## config.mk

```make
export PLATFORM = sky130hd
export DESIGN_NAME = seq_step_sched
export DESIGN_NICKNAME = d
export VERILOG_FILES = /design/src/rtl/seq_step_sched.sv
export SDC_FILE = /design/constraint.sdc
export NUM_CORES = 1
export LEC_CHECK = 0
export ABC_CLOCK_PERIOD_IN_PS = 2600
export CAP_MARGIN = 20
export CORE_AREA = 2 2 39 41
export DETAILED_ROUTE_END_ITERATION = 6
export DIE_AREA = 0 0 41 43
export PLACE_DENSITY = 0.76
export SLEW_MARGIN = 10
export SYNTH_ARGS = -nofsm -noshare
export SYNTH_HDL_FRONTEND = slang
export SYNTH_SLANG_ARGS = --single-unit
```

## constraint.sdc

```tcl
create_clock -name clk -period 2.6 [get_ports clk]
set_clock_uncertainty 0.05 [all_clocks]
set_input_delay 0.26 -clock clk [delete_from_list [all_inputs] [get_ports clk]]
set_output_delay 0.26 -clock clk [all_outputs]
set_load 0.05 [all_outputs]
```

## src/rtl/seq_step_sched.sv

```systemverilog
// Round-robin scheduler for two requesters sharing one six-code step sequencer.
// Issues single-cycle step pulses until the granted requester's target code is reached.
module seq_step_sched #(
  parameter int MAX_STEPS = 7
) (
  input  logic       clk,
  input  logic       n_reset,
  input  logic [1:0] req,
  input  logic [2:0] tgt0,
  input  logic [2:0] tgt1,
  input  logic [2:0] seq_q,
  output logic       step,
  output logic [1:0] gnt,
  output logic [1:0] done,
  output logic       err,
  output logic       busy
);

  localparam logic [2:0] MAX_CNT = 3'(MAX_STEPS);

  typedef enum logic [1:0] {IDLE, CHECK, STEP, DONE} state_t;

  state_t     state, state_nxt;
  logic [1:0] gnt_q, gnt_nxt;
  logic [2:0] cnt, cnt_nxt;
  logic       prio, prio_nxt;
  logic       err_q, err_nxt;
  logic [2:0] tgt;
  logic       tgt_bad;
  logic       req_held;

  // Target follows the granted requester live, so a mid-grant change retargets.
  assign tgt      = gnt_q[1] ? tgt1 : tgt0;
  assign tgt_bad  = (tgt == 3'b100) || (tgt == 3'b110);
  assign req_held = |(req & gnt_q);

  always_ff @(posedge clk or negedge n_reset) begin
    if (!n_reset) begin
      state <= IDLE;
      gnt_q <= 2'b00;
      cnt   <= 3'd0;
      prio  <= 1'b0;
      err_q <= 1'b0;
    end else begin
      state <= state_nxt;
      gnt_q <= gnt_nxt;
      cnt   <= cnt_nxt;
      prio  <= prio_nxt;
      err_q <= err_nxt;
    end
  end

  // prio set means requester 1 wins a tie; it only moves on a completed grant.
  always_comb begin
    state_nxt = state;
    gnt_nxt   = gnt_q;
    cnt_nxt   = cnt;
    prio_nxt  = prio;
    err_nxt   = err_q;
    case (state)
      IDLE: begin
        if (req != 2'b00) begin
          state_nxt = CHECK;
          cnt_nxt   = 3'd0;
          err_nxt   = 1'b0;
          gnt_nxt   = (req == 2'b11) ? (prio ? 2'b10 : 2'b01) : req;
        end
      end
      CHECK: begin
        if (!req_held) begin
          state_nxt = IDLE;
          gnt_nxt   = 2'b00;
        end else if (tgt_bad) begin
          state_nxt = DONE;
          err_nxt   = 1'b1;
        end else if (seq_q == tgt) begin
          state_nxt = DONE;
          err_nxt   = 1'b0;
        end else if (cnt == MAX_CNT) begin
          state_nxt = DONE;
          err_nxt   = 1'b1;
        end else begin
          state_nxt = STEP;
        end
      end
      STEP: begin
        state_nxt = CHECK;
        cnt_nxt   = cnt + 3'd1;
      end
      DONE: begin
        state_nxt = IDLE;
        gnt_nxt   = 2'b00;
        prio_nxt  = gnt_q[0];
        err_nxt   = 1'b0;
      end
      default: begin
        state_nxt = IDLE;
        gnt_nxt   = 2'b00;
      end
    endcase
  end

  assign step = (state == STEP);
  assign busy = (state != IDLE);
  assign gnt  = gnt_q;
  assign done = (state == DONE) ? gnt_q : 2'b00;
  assign err  = (state == DONE) && err_q;

endmodule

```

==> flow_metrics.py <==
metrics = {
    "logic_synthesis": {
        "synth_nets": 69,
        "synth-simple-area-share": 0.167,
        "synth_fa_ha_area_frac": 0.0458,
        "synth_seq_cells": 9,
        "synth_top_family_by_area": "compound AO/OA/AOI/OAI gates",
        "synth_flop_cell": "dfrtp_1",
        "yosysTopAreaCellShare": 0.412,
        "postSynthAreaPerCell_um2": 10.1,
        "synth_most_common_cell": "dfrtp_1",
        "yosysWarningCount": 0,
        "synthDistinctLibCells": 26,
        "async_flop_share": 1.00,
        "synth.top_cells.by_area": "dfrtp_1, mux2i_1, xnor2_1, ha_1, o21ai_0",
        "synth_commonest_cells": "dfrtp_1, o21ai_0, inv_1, nor2_1",
        "yosys.area_share.xor_xnor": 0.0481,
        "ys_seq_area_frac": 0.412,
        "synth_compound_area_frac": 0.204,
        "synth_edf_count": 0,
        "yosys.area.top_type": "dfrtp_1",
        "synthCells": 54,
        "syn_area_um2": 547,
        "synthMuxAreaShare": 0.0755,
    },
    "power": {
        "cellLeakagePower_nw": 0.346,
        "clockPowerShare": 0.146,
        "swShare": 0.451,
        "power_density_mw_per_mm2": 929,
        "p_seq_frac": 0.347,
        "peakVddDrop_v": 0.000598,
        "p_int_w": 0.000394,
        "power.switching_w": 0.000323,
        "combinationalPowerShare": 0.507,
    },
    "clocking": {
        "cts_tree": "yes",
        "cts_sinks": 9,
        "cts_made_buffers": 3,
        "cts-root-buf": "clkbuf_4",
        "h-tree-depth": 1,
        "cts_hold_buf": 0,
        "cts.clk_slew.worst_paths_ns": 0.06,
        "clock_latency_ns": 0.26,
        "clk_path_buf_depth": 2,
        "cts_setup_buffers": 0,
        "cts_resized": 0,
    },
    "drt": {
        "vias_per_cell": 5.11,
        "vias": 470,
        "drt-total-wl_um": 1160,
        "route.antenna.remaining_nets": 0,
        "drtIter0Drc": 8,
        "drt_drc_violations_left": 0,
        "drt_pre_antenna_iters": 4,
        "wire_per_inst_um": 12.6,
    },
    "timing": {
        "maxSlewHeadroom": 0.659,
        "final.setup.tns_ns": 0,
        "hold_viol": 0,
        "whs_ns": 0.246,
        "setup_viol": 0,
        "fmax_mhz": 461,
        "final_max_slew_viol_count": 0,
        "post-route-period-util": 0.835,
        "fin_crit_ns": 2.17,
        "rsz0062_at_grt": "no",
        "worstMarginPinSlew_ns": 0.510,
    },
    "placed_design": {
        "gp_congestion": 0.828,
        "io_buffers": 19,
        "dpl_cell_area_um2": 746,
        "dp_hpwl_um": 900,
        "dp.cells": 88,
    },
    "global_routing": {
        "grt.busiest_layer": "met2",
        "globalRouteTotalUtil": 0.155,
        "grt_pass1_wl_um": 1720,
        "overflow": 0,
        "antenna_found_initial": 0,
        "use_met2": 0.225,
        "met3_usage": 0.0419,
        "grt_max_degree": 11,
        "grt_pass1_vias": 419,
        "gr-usage-met1": 0.183,
    },
    "worst_setup_path": {
        "endpoint_kind": "output port",
        "worst_r2r_endpoint": "err_q",
        "endpoint": "step",
        "r2r_setup_slack_ns": 0.92,
        "required_ns": 2.29,
        "start_kind": "flip-flop",
        "arrival_ns": 1.86,
        "crit_type": "reg -> out",
        "worstReg2RegStart": "gnt[1]",
        "worstPathMaxFanout": 10,
        "startpoint": "state[1]",
        "r2r_cells": 5,
    },
    "die": {
        "core_mm2": 0.00138,
        "num_rows": 14,
        "die_area_mm2": 0.00176,
        "fp.dieH_um": 43,
        "ios": 20,
        "start_util": 0.395,
        "die_x_um": 41,
    },
    "status": {
        "status": "complete, no violations",
    },
    "layout": {
        "fin_nets": 92,
        "layout.cells.non_filler": 92,
        "antenna_cells": 0,
        "layout-area-overhead-vs-synth_pct": 41.2,
        "layout-drive-gt1-share": 0.0921,
        "fin_area_um2": 772,
        "final_core_util": 0.558,
    },
    "worst_hold_path": {
        "hold_class": "in -> async",
    },
    "job": {
        "cap_violations": 0,
    },
}
[worst max-delay path, cell delays in order, from the launching register on]
cell and delay [ns]:
dfrtp_1 0.46, nor2b_1 0.29, clkdlybuf4s50_1 0.86
[layout by cell type (no fill, tap or decap), types with 2 or more instances in the layout]
| cell | instances |
|---|---|
| o21ai_0 | 5 |
| dfrtp_1 | 9 |
| xnor2_1 | 3 |
| a22o_1 | 2 |
| ha_1 | 2 |
| clkbuf_4 | 3 |
| nor2_1 | 4 |
| inv_1 | 4 |
| a21o_1 | 2 |
| nand2_1 | 3 |
| clkdlybuf4s50_1 | 19 |
| and3_1 | 2 |
| mux2i_1 | 3 |
[kinds of logic (layout without fill, tap and decap cells)]
family | after synthesis | after routing
adders and majority gates | 2 | 2
and+or+nand+nor | 15 | 15
AOI/OAI and AO/OA | 16 | 16
DFF | 9 | 9
buffers and inverters | 5 | 27
muxes | 4 | 4
xor gates and xnor gates | 3 | 3
[power by group through the flow]
| stage | clock network [W] | logic [W] | registers (W) |
|---|---|---|---|
| after floorplan | 0 | 0.000239 | 0.000272 |
| after detailed placement | 0 | 0.000366 | 0.000251 |
| after global placement | 0 | 0.000362 | 0.000249 |
| final | 0.000104 | 0.000364 | 0.000249 |
| after global routing | 0.000121 | 0.000394 | 0.000257 |
| after CTS | 0.000112 | 0.000368 | 0.000249 |
[area by class of cell]
class	instances	area (um^2)
timing repair buffer	19	190
sequential	9	225
multi-input combinational	40	295
fill	135	612
clock buffer	4	26.3
tap	16	20.0
inverter	4	15.0
[flip-flops by register name (all words and copies together) (netlist names)]
register	flops
cnt	3
state	2
err_q	1
gnt	2
prio	1
[per-layer routing]
layer  part of all wire  wire length, um
met1               0.45              521
met4              0.018               21
met3              0.089              104
met5                  0                0
met2               0.44              515
[worst min path at each step]
| stage | startpoint | to | cells after the start |
|---|---|---|---|
| after floorplan | n_reset | cnt[0] | 0 |
| after global placement | prio | prio | 1 |
| after detailed placement | prio | prio | 1 |
| after CTS | n_reset | gnt[1] | 1 |
| after global routing | n_reset | gnt[1] | 1 |
| final | n_reset | gnt[1] | 1 |
[per-stage QoR]
step | setup slack (ns) | total power, W
after floorplan | 0.742 | 0.000511
after global placement | 0.734 | 0.000611
after detailed placement | 0.739 | 0.000617
after CTS | 0.425 | 0.000730
after global routing | 0.365 | 0.000771
final | 0.429 | 0.000717
Note: power is estimated with default switching activity, not from simulation.
